`src/rtl/loader_pkg.sv`:
```
// Shared types and constants for the program loader and its word packer.
// The checksum option is selected by LOADER_CHECKSUM_EN in the top-level file.
package loader_pkg;

  localparam int unsigned BYTES_PER_WORD = 4;
  localparam int unsigned HDR_BYTES      = 2;
  localparam int unsigned WORD_W         = BYTES_PER_WORD * 8;
  localparam int unsigned BCNT_W         = $clog2(BYTES_PER_WORD);
  localparam int unsigned LEN_W          = HDR_BYTES * 8;

  typedef enum logic [2:0] {
    ST_IDLE,
    ST_LEN_HI,
    ST_LEN_LO,
    ST_DATA,
    ST_WRITE,
    ST_CHK,
    ST_DONE,
    ST_ERROR
  } state_e;

  // Image larger than the instruction memory can hold.
  function automatic logic too_big(input logic [LEN_W-1:0] n, input int unsigned aw);
    return 32'(n) > (32'd1 << aw);
  endfunction

endpackage

```
`src/rtl/word_packer.sv`:
```
// Assembles MSB-first stream bytes into a 32-bit word.
// full flags the cycle in which the last byte of a word is shifted in.
module word_packer
  import loader_pkg::*;
(
  input  logic              clk,
  input  logic              rst,
  input  logic              shift_en,
  input  logic              clear,
  input  logic [7:0]        byte_in,
  output logic [WORD_W-1:0] word,
  output logic              full
);

  logic [WORD_W-1:0] word_q, word_d;
  logic [BCNT_W-1:0] cnt_q,  cnt_d;

  always_ff @(posedge clk or posedge rst) begin
    if (rst) begin
      word_q <= '0;
      cnt_q  <= '0;
    end else begin
      word_q <= word_d;
      cnt_q  <= cnt_d;
    end
  end

  always_comb begin
    word_d = word_q;
    cnt_d  = cnt_q;
    if (clear) begin
      word_d = '0;
      cnt_d  = '0;
    end else if (shift_en) begin
      word_d = {word_q[WORD_W-9:0], byte_in};
      cnt_d  = cnt_q + BCNT_W'(1);
    end
  end

  assign word = word_q;
  assign full = shift_en && !clear && (cnt_q == BCNT_W'(BYTES_PER_WORD - 1));

endmodule

```
`src/rtl/program_loader.sv`:
```
// Loads a length-prefixed byte stream into instruction memory while holding the CPU.
// Define LOADER_CHECKSUM_EN to require a trailing XOR checksum byte.
module program_loader
  import loader_pkg::*;
#(
  parameter int unsigned ADDR_W = 10
) (
  input  logic              clk,
  input  logic              rst,
  input  logic [7:0]        byte_in,
  input  logic              byte_valid,
  output logic              byte_ready,
  input  logic              reload,
  output logic              mem_we,
  output logic [ADDR_W-1:0] mem_addr,
  output logic [31:0]       mem_wdata,
  output logic              cpu_hold,
  output logic              done,
  output logic              error
);

  state_e             state_q, state_d;
  logic [7:0]         len_hi_q, len_hi_d;
  logic [LEN_W-1:0]   n_q, n_d;
  logic [LEN_W-1:0]   wcnt_q, wcnt_d;
  logic [ADDR_W-1:0]  addr_q, addr_d;
  logic               accept;
  logic               pk_shift;
  logic               pk_clear;
  logic               pk_full;
  logic [WORD_W-1:0]  pk_word;
`ifdef LOADER_CHECKSUM_EN
  logic [7:0]         csum_q, csum_d;
`endif

  word_packer u_packer (
    .clk      (clk),
    .rst      (rst),
    .shift_en (pk_shift),
    .clear    (pk_clear),
    .byte_in  (byte_in),
    .word     (pk_word),
    .full     (pk_full)
  );

  always_ff @(posedge clk or posedge rst) begin
    if (rst) begin
      state_q  <= ST_IDLE;
      len_hi_q <= '0;
      n_q      <= '0;
      wcnt_q   <= '0;
      addr_q   <= '0;
`ifdef LOADER_CHECKSUM_EN
      csum_q   <= '0;
`endif
    end else begin
      state_q  <= state_d;
      len_hi_q <= len_hi_d;
      n_q      <= n_d;
      wcnt_q   <= wcnt_d;
      addr_q   <= addr_d;
`ifdef LOADER_CHECKSUM_EN
      csum_q   <= csum_d;
`endif
    end
  end

  assign accept = byte_valid && byte_ready;

  // Next state and datapath updates.
  always_comb begin
    state_d  = state_q;
    len_hi_d = len_hi_q;
    n_d      = n_q;
    wcnt_d   = wcnt_q;
    addr_d   = addr_q;
    pk_shift = 1'b0;
    pk_clear = 1'b0;
`ifdef LOADER_CHECKSUM_EN
    csum_d   = csum_q;
`endif
    unique case (state_q)
      ST_IDLE: begin
        wcnt_d   = '0;
        addr_d   = '0;
        pk_clear = 1'b1;
`ifdef LOADER_CHECKSUM_EN
        csum_d   = '0;
`endif
        state_d  = ST_LEN_HI;
      end
      ST_LEN_HI: begin
        if (accept) begin
          len_hi_d = byte_in;
          state_d  = ST_LEN_LO;
        end
      end
      ST_LEN_LO: begin
        if (accept) begin
          n_d = {len_hi_q, byte_in};
          if (too_big({len_hi_q, byte_in}, ADDR_W)) begin
            state_d = ST_ERROR;
          end else if ({len_hi_q, byte_in} == '0) begin
`ifdef LOADER_CHECKSUM_EN
            state_d = ST_CHK;
`else
            state_d = ST_DONE;
`endif
          end else begin
            state_d = ST_DATA;
          end
        end
      end
      ST_DATA: begin
        if (accept) begin
          pk_shift = 1'b1;
`ifdef LOADER_CHECKSUM_EN
          csum_d   = csum_q ^ byte_in;
`endif
          if (pk_full) state_d = ST_WRITE;
        end
      end
      ST_WRITE: begin
        addr_d = addr_q + ADDR_W'(1);
        wcnt_d = wcnt_q + LEN_W'(1);
        if ((wcnt_q + LEN_W'(1)) == n_q) begin
`ifdef LOADER_CHECKSUM_EN
          state_d = ST_CHK;
`else
          state_d = ST_DONE;
`endif
        end else begin
          state_d = ST_DATA;
        end
      end
`ifdef LOADER_CHECKSUM_EN
      ST_CHK: begin
        if (accept) state_d = (byte_in == csum_q) ? ST_DONE : ST_ERROR;
      end
`endif
      ST_DONE, ST_ERROR: begin
        if (reload) begin
          wcnt_d   = '0;
          addr_d   = '0;
          pk_clear = 1'b1;
`ifdef LOADER_CHECKSUM_EN
          csum_d   = '0;
`endif
          state_d  = ST_LEN_HI;
        end
      end
      default: state_d = ST_IDLE;
    endcase
  end

  // Outputs decoded from the state register; address and data come from flops.
  always_comb begin
    byte_ready = 1'b0;
    mem_we     = 1'b0;
    cpu_hold   = 1'b1;
    done       = 1'b0;
    error      = 1'b0;
    unique case (state_q)
      ST_LEN_HI, ST_LEN_LO, ST_DATA, ST_CHK: byte_ready = 1'b1;
      ST_WRITE: mem_we = 1'b1;
      ST_DONE: begin
        cpu_hold = 1'b0;
        done     = 1'b1;
      end
      ST_ERROR: error = 1'b1;
      default: ;
    endcase
  end

  assign mem_addr  = addr_q;
  assign mem_wdata = pk_word;

endmodule
```
`config.mk`:
```
export PLATFORM = sky130hd
export DESIGN_NAME = program_loader
export DESIGN_NICKNAME = d
export VERILOG_FILES = /design/src/rtl/loader_pkg.sv /design/src/rtl/word_packer.sv /design/src/rtl/program_loader.sv
export SDC_FILE = /design/constraint.sdc
export NUM_CORES = 1
export LEC_CHECK = 0
export ABC_AREA = 1
export CELL_PAD_IN_SITES_DETAIL_PLACEMENT = 2
export CELL_PAD_IN_SITES_GLOBAL_PLACEMENT = 2
export CORE_MARGIN = 4
export CORE_UTILIZATION = 35
export DETAILED_ROUTE_END_ITERATION = 16
export GPL_TIMING_DRIVEN = 1
export PLACE_DENSITY_LB_ADDON = 0.1
export REMOVE_ABC_BUFFERS = 1
export SYNTH_ARGS = -nofsm -noshare
export SYNTH_HDL_FRONTEND = slang
export SYNTH_SLANG_ARGS = --single-unit
```
`constraint.sdc`:
```
create_clock -name clk -period 9.3 [get_ports clk]
set_input_delay 2.79 -clock clk [delete_from_list [all_inputs] [get_ports clk]]
set_output_delay 2.79 -clock clk [all_outputs]
set_load 0.01 [all_outputs]
```
==> results.yml, run 1 <==
layout:
  antennaDiodeCount: 0
  multiInputGateArea_um2: 1670
  drive_gt1_share_pct: 6.70
  areaGrowthSynthToFinish_pct: 24.6
  finalInstanceArea_um2: 5220
  ff_latch_area_um2: 2180
  fill_cells: 1259
  layout.nets: 577
route:
  drt-initial-drc-count: 120
  vias: 3715
  firstDrtPassIters: 4
  antenna_left: 0
  wl_per_cell_um: 18.3
  finalWirelength_um: 13000
  avgViaCountPerCell: 5.23
  route.detailed.drc: 0
timing:
  fmax_ghz: 0.197
  finClkSkew_ps: 7.81
  fin_crit_ps: 5080
  relSlewSlack_pct: 24.1
  finalHoldViolCount: 0
  final_max_slew_viol_count: 0
  setup_viol: 0
  rsz0062_at_grt: "false"
  period_share_pct: 54.6
  worst_slew_pin_slew_ps: 1140
  setup-tns-final_ps: 0
critical_path:
  path_class: "input pin to flop"
  cpMostUsedCell: "nand2_1"
  end_kind: "flop"
  worstPathRequired_ps: 9540
  crit_path_start_kind: "input pin"
  crit_family: "simple AND/OR/NAND/NOR gates"
  startpoint: "byte_valid"
  r2r-start: "state_q[1]"
  cpPeakStageDelay_ps: 870
  path_buf_inv: 2
  crit_fanout: 34
  worstPathArrival_ps: 5320
  worst_path_max_delay_cell: "nand2_1"
  path_cells: "clkdlybuf4s50_1 -> nand2_1 -> nand2_2 -> inv_2 -> nand2_1 -> o21ai_0"
pwr:
  power.leakage_nw: 2.34
  power-per-cell-area_nw_per_um2: 256
  vdd_drop_max_mv: 0.126
  p_total_w: 0.00134
floorplanning:
  die-area_um2: 13800
  chipHeight_um: 117
  die_x_um: 117
  start_util_pct: 36.2
  coreArea_um2: 11600
  rows: 39
  ioPinCount: 59
placement:
  port_buffers: 58
  post_dp_cell_area_um2: 4920
  gp_congestion: 0.813
  dp.final_hpwl_um: 9290
synth:
  yosysUniqueCellTypes: 33
  synthTopCellsByArea: "dfrtp_1 (52%), nand2_1 (10%), inv_1 (6.9%), o21ai_0 (5.1%), o22ai_1 (4.6%)"
  ys_seq_area_share_pct: 52.0
  netlist_area_um2: 4190
  async_flop_share_pct: 100
  synth_top_area_share_pct: 52.0
  synth.most_common_cell: "nand2_1"
  ys_top_cells_by_count: "nand2_1 (113), dfrtp_1 (87), inv_1 (77)"
  avgSynthCellArea_um2: 8.34
  yosys_warnings: 0
  synth_flop_cell: "dfrtp_1"
  synth-edff-count: 0
  synth_top_area_cell: "dfrtp_1"
  synth_seq_cells: 87
  synthCells: 502
flow_run:
  cap_violations: 0
clock_network:
  cts_hold_buf: 0
  htree_levels: 3
  clk_pin_slew_ps: 70
  cts_made_buffers: 9
  post_cts_resized: 0
  clkLatencyLatePin_ps: 360
  cts-root-buf: "clkbuf_16"
  post_cts_buffers: 0
  numClockSinks: 87
  cts_tree: "built"
  clockBufferDepth: 2
global_routing:
  gr-usage-all-layers_pct: 19.7
  grt_start_max_net_pins: 63
  grt_pass1_wl_um: 22000
  grt_pass1_vias: 4261
  grt_antenna_before_repair: 0
  overflow: 0
min_path:
  hold_start: "u_packer.word[24]"
  hold_class: "flop to flop"
outcome:
  status: "completed"
[kinds of logic (layout without fill, tap and decap cells)]
family,Yosys count,in the layout,share of synthesized area [%]
simple gates,221,221,23.8
compound gates,92,92,12.4
buf+inv,90,155,8.13
flops,87,87,52.0
xor+xnor,6,6,1.91
fa+ha+maj,3,3,0.897
mux,3,3,0.807
[worst paths after layout]
path | to | slack, ps | cells after the start
max | u_packer.word[31] | 4220 | 6
min | u_packer.word[24] | 500 | 2
max reg2reg | u_packer.word[31] | 6330 | 9
min reg2reg | u_packer.word[24] | 500 | 2
max in group asynchronous | state_q[1] | 5380 | 3
min in group asynchronous | n_q[2] | 2760 | 2
[placed cells by master (no fill, tap or decap), types with 3 or more instances in the layout]
cell type,count
inv_1,76
nand2_2,6
nand4_1,10
xor2_1,3
nand3b_1,3
mux2_2,3
o22ai_1,31
a21oi_1,12
nor3_1,10
dfrtp_1,87
clkdlybuf4s50_1,58
nand2_1,113
ha_1,3
clkbuf_16,9
nand3_1,37
nor2_4,4
o21ai_0,43
nor2_1,29
nor2_2,3
[state kept, by name, summed over array words and instances, names as in the netlist]
signal / count
u_packer.cnt_q: 2
u_packer.word: 32
state_q: 3
len_hi_q: 8
mem_addr: 10
wcnt_q: 16
n_q: 16
[final cells by class]
| class | instances | share of cell area (%) |
|---|---|---|
| multi-input combinational | 325 | 32.0 |
| timing repair buffer | 60 | 11.4 |
| inverter | 79 | 5.71 |
| sequential | 87 | 41.7 |
| clock inverter | 6 | 1.32 |
| tap | 143 | 3.43 |
| clock buffer | 10 | 4.39 |
[through the flow]
stage | worst slack, ps | util (%) | std cells | hold WS (ps)
6_report | 4220 | 45.1 | 710 | 499
3_5_place_dp | 3840 | 42.5 | 694 | 488
2_1_floorplan | 4260 | - | 491 | 466
3_3_place_gp | 3950 | 42.5 | 694 | 475
5_1_grt | 3950 | 45.1 | 710 | 524
4_1_cts | 4230 | 45.1 | 710 | 508
[worst min-delay path, delay by kind of cell, from the launching register on]
family           cells  cell delay, ps
AO/OA/AOI/OAI        1              60
AND/OR/NAND/NOR      1              50
flip-flops           1             350
[per-layer routing]
| metal | share of wire [%] | track usage (%) | vias up | wire, um |
|---|---|---|---|---|
| met5 | 0 | 0 | - | 0 |
| met2 | 49 | 33.5 | 52 | 6380 |
| met3 | 2.1 | 3.13 | 14 | 278 |
| li1 | - | - | 1769 | - |
| met4 | 1.6 | 7.40 | 0 | 206 |
| met1 | 47 | 25.4 | 1880 | 6120 |
[power breakdown]
part	switching, W	internal [W]	leakage [nW]
sequential	0.0000738	0.000459	1.17
clock	0.000164	0.000210	0.143
combinational	0.000270	0.000160	1.03
No activity file was read; power rests on OpenSTA's default activity.
==> run 2, diff against run 1 <==
Settings changed: CORE_UTILIZATION 35 to 29.
Clock period 9.3 ns to 4.3 ns, I/O delays scaled along.
==> results.yml, run 2 (synthesized netlist as in run 1, its figures left out) <==
placement:
  port_buffers: 58
  gp_congestion: 0.778
  dp_slack_ps: 1130
  dp.final_hpwl_um: 9490
  placedCellCount: 733
timing:
  finClkSkew_ps: 7.40
  worst_slew_pin_slew_ps: 863
  period_share_pct: 78.3
  fmax_ghz: 0.297
  rsz0062_at_grt: "false"
  relSlewSlack_pct: 42.3
  finalHoldViolCount: 0
  fin_crit_ps: 3370
  setup_viol: 0
  fin_ws_ps: 934
  setup-tns-final_ps: 0
  final_max_slew_viol_count: 0
clock_network:
  post_cts_resized: 0
  htree_levels: 3
  cts_tree: "built"
  clkLatencyLatePin_ps: 340
  post_cts_buffers: 0
  cts_made_buffers: 9
  cts_hold_buf: 0
  clockBufferDepth: 2
  cts-root-buf: "clkbuf_16"
  numClockSinks: 87
  clk_pin_slew_ps: 60
layout:
  final_cell_mix: "nand2_1 (113), dfrtp_1 (87), inv_1 (76)"
  fill_cells: 1642
  layout.nets: 579
  instances_no_fill: 748
  areaGrowthSynthToFinish_pct: 25.6
  drive_gt1_share_pct: 6.69
  antennaDiodeCount: 0
  mostFrequentLayoutCell: "nand2_1"
  largest_reg_flops: 32
route:
  vias: 3692
  drt-initial-drc-count: 107
  firstDrtPassIters: 6
  wl_per_cell_um: 17.1
  finalWirelength_um: 12800
  avgViaCountPerCell: 4.94
  route.detailed.drc: 0
  antenna_left: 0
flow_run:
  cap_violations: 0
min_path:
  hold_start: "u_packer.word[28]"
  worstHoldEndpoint: "u_packer.word[28]"
  min_path_cells: 2
  hold_class: "flop to flop"
critical_path:
  path_class: "flop to primary output"
  worstPathArrival_ps: 2080
  r2r-start: "state_q[0]"
  end_kind: "primary output"
  reg2regPathDepth: 10
  worstPathRequired_ps: 3010
  r2r_setup_slack_ps: 1550
  crit_fanout: 5
  crit_path_start_kind: "flop"
  r2r_end: "u_packer.word[31]"
global_routing:
  grt_pass1_wl_um: 21800
  gr-usage-all-layers_pct: 16.8
  overflow: 0
  grtUsageMet3_pct: 2.67
  grt_antenna_before_repair: 0
  grtUsageMet2_pct: 26.5
  busiest_layer: "met2"
  grt_start_max_net_pins: 46
  use_met1_pct: 23.3
  grt_pass1_vias: 4097
outcome:
  status: "completed"
floorplanning:
  coreArea_um2: 14000
  rows: 43
  ioPinCount: 59
  chipHeight_um: 128
  start_util_pct: 29.9
  die_x_um: 128
  die-area_um2: 16400
pwr:
  power.leakage_nw: 2.34
  vdd_drop_max_mv: 0.205
  power-per-cell-area_nw_per_um2: 537
==> run 2: cell types whose count changed in the layout (fill, tap and decap cells not counted) <==
| cell | change |
|---|---|
| inv_6 | -2 |
| clkbuf_8 | +1 |
| clkinv_4 | -1 |
| buf_4 | +1 |
| buf_12 | +1 |
| clkbuf_1 | +1 |
| bufinv_16 | -1 |
| clkinvlp_4 | +1 |
==> run 2: worst max-delay path by stage <==
stage                     from                end  slack, ps
floorplan                  rst        len_hi_q[0]        760
global placement        reload  u_packer.cnt_q[1]       1190
detailed placement      reload  u_packer.cnt_q[1]       1130
CTS                 state_q[0]             mem_we        850
global route        state_q[0]             mem_we        810
finish              state_q[0]             mem_we        930
==> run 2: power by group <==
group	internal (W)	leakage (nW)	switching (W)
logic	0.000356	1.04	0.000580
clock network	0.000404	0.125	0.000326
registers	0.000993	1.17	0.000164
total	0.00175	2.34	0.00107
==> run 2: area by class of cell <==
type / count / area, um2 / area share [%]
clock buffer: 12 / 246 / 4.69
clock inverter: 3 / 20.0 / 0.381
tap: 180 / 225 / 4.28
timing repair buffer: 62 / 623 / 11.9
inverter: 79 / 298 / 5.66
multi-input combinational: 325 / 1670 / 31.7
sequential: 87 / 2180 / 41.4
==> run 2: routing by layer <==
layer	routed length (um)	part of all wire, %
met1	6410	50
met2	5930	46
met3	305	2.4
met4	188	1.5
met5	0	0
==> run 2: worst max-delay path, cell delays in order, from the launching register on <==
cell	delay [ps]
dfrtp_1	410
inv_1	140
nand2_1	140
nor2_1	410
clkdlybuf4s50_1	630
==> run 2: per-stage QoR <==
step / utilization, % / total power (W) / cell area [um2] / hold slack [ps]
floorplan: - / 0.00169 / 4140 / 466
finish: 37.6 / 0.00282 / 5260 / 502
detailed placement: 35.7 / 0.00212 / 4990 / 488
global placement: 35.7 / 0.00208 / 4990 / 474
global route: 37.6 / 0.00305 / 5260 / 541
CTS: 37.6 / 0.00288 / 5260 / 507
==> run 3, diff against run 2 <==
Clock period 4.3 ns to 2.7 ns, I/O delays scaled along.
==> results.yml, run 3 (synthesized netlist as in run 1, its figures left out) <==
clock_network:
  clockBufferDepth: 2
  cts_tree: "built"
  clkLatencyLatePin_ps: 350
  htree_levels: 3
  cts-root-buf: "clkbuf_16"
  numClockSinks: 87
  clk_pin_slew_ps: 70
  cts_made_buffers: 9
min_path:
  hold_class: "flop to flop"
outcome:
  status: "completed"
critical_path:
  path_class: "flop to primary output"
  crit_fanout: 5
  crit_path_start_kind: "flop"
  path_cells: "inv_2 -> nand2_2 -> nor2_2 -> buf_4 -> clkdlybuf4s50_1"
  r2r_setup_slack_ps: 450
  cpPeakStageDelay_ps: 530
  worstPathArrival_ps: 1780
  worstPathRequired_ps: 1890
  worst_path_max_delay_cell: "clkdlybuf4s50_1"
  end_kind: "primary output"
global_routing:
  grt_antenna_before_repair: 0
  grt_pass1_vias: 4181
  gr-usage-all-layers_pct: 17.2
  grt_pass1_wl_um: 22400
  grt_start_max_net_pins: 36
  overflow: 0
pwr:
  vdd_drop_max_mv: 0.301
  power.leakage_nw: 2.41
  power-per-cell-area_nw_per_um2: 886
timing:
  fmax_ghz: 0.386
  finClkSkew_ps: 7.00
  final_max_slew_viol_count: 0
  relSlewSlack_pct: 69.2
  worst_slew_pin_slew_ps: 461
  rsz0062_at_grt: "false"
  setup_viol: 0
  fin_ws_ps: 112
  finalHoldViolCount: 0
  period_share_pct: 95.9
  fin_crit_ps: 2590
route:
  wl_per_cell_um: 17.4
  vias: 3664
  firstDrtPassIters: 4
  finalWirelength_um: 13100
  avgViaCountPerCell: 4.85
  drt-initial-drc-count: 113
  antenna_left: 0
  route.detailed.drc: 0
layout:
  mostFrequentLayoutCell: "nand2_1"
  largest_reg_flops: 32
  layout.nets: 586
  areaGrowthSynthToFinish_pct: 29.2
  instances_no_fill: 756
  final_cell_mix: "nand2_1 (112), dfrtp_1 (87), inv_1 (74)"
  drive_gt1_share_pct: 9.03
  antennaDiodeCount: 0
floorplanning:
  coreArea_um2: 14000
  die_x_um: 128
  start_util_pct: 29.9
  ioPinCount: 59
  rows: 43
  chipHeight_um: 128
  die-area_um2: 16400
flow_run:
  cap_violations: 0
placement:
  dp_slack_ps: 205
  placedCellCount: 739
  dp.final_hpwl_um: 9940
  port_buffers: 58
  gp_congestion: 0.777
## run 3: final cells by class
class	count	area [um2]
clock buffers	10	239
clock inverters	6	93.8
fillers	1608	8580
inverters	79	298
multi-input cells	325	1670
flip-flops and latches	87	2180
well taps	180	225
repair buffers	69	701
## run 3: stage by stage
stage	util [%]	cell area, um2	hold slack (ps)	total power (W)	TNS [ps]
3_5_place_dp	36.2	5060	480	0.00344	0
2_1_floorplan	-	4140	466	0.00269	-31340
5_1_grt	38.6	5410	527	0.00516	0
6_report	38.6	5410	499	0.00479	0
3_3_place_gp	36.2	5060	473	0.00337	0
4_1_cts	38.6	5400	499	0.00487	0
## run 3: path summary, 6_finish.rpt
check,from,end,depth (start not counted)
worst min-delay path,u_packer.word[24],u_packer.word[24],2
min in group asynchronous,rst,u_packer.word[2],2
worst min register to register,u_packer.word[24],u_packer.word[24],2
max in group asynchronous,rst,n_q[14],3
worst max register to register,wcnt_q[0],state_q[0],14
worst max-delay path,state_q[0],mem_we,5
## run 3: per-layer routing
metal / GRT usage, % / wire [um] / vias up
li1: - / - / 1786
met1: 23.2 / 6210 / 1817
met2: 27.5 / 6290 / 47
met3: 3.58 / 404 / 14
met4: 5.74 / 208 / 0
met5: 0 / 0 / -
## run 3: power breakdown
part	internal [W]	leakage (nW)	switching, W	total, W
combinational	0.000625	1.09	0.000951	0.00158
sequential	0.00158	1.17	0.000246	0.00183
clock	0.000841	0.159	0.000546	0.00139
total	0.00305	2.41	0.00174	0.00479
## run 3: timing repair
action / CTS / global route
setup endpoints to repair: 1 / 1
buffers inserted: 0 / 1
pin swaps: 0 / 0
resized for setup: 2 / 2
hold buffers: 0 / 0
## run 3: worst max-delay path, delay by kind of cell (launching register included)
kind / cells / cell delay (ps)
buffers and inverters: 3 / 800
DFF: 1 / 400
and+or+nand+nor: 2 / 230
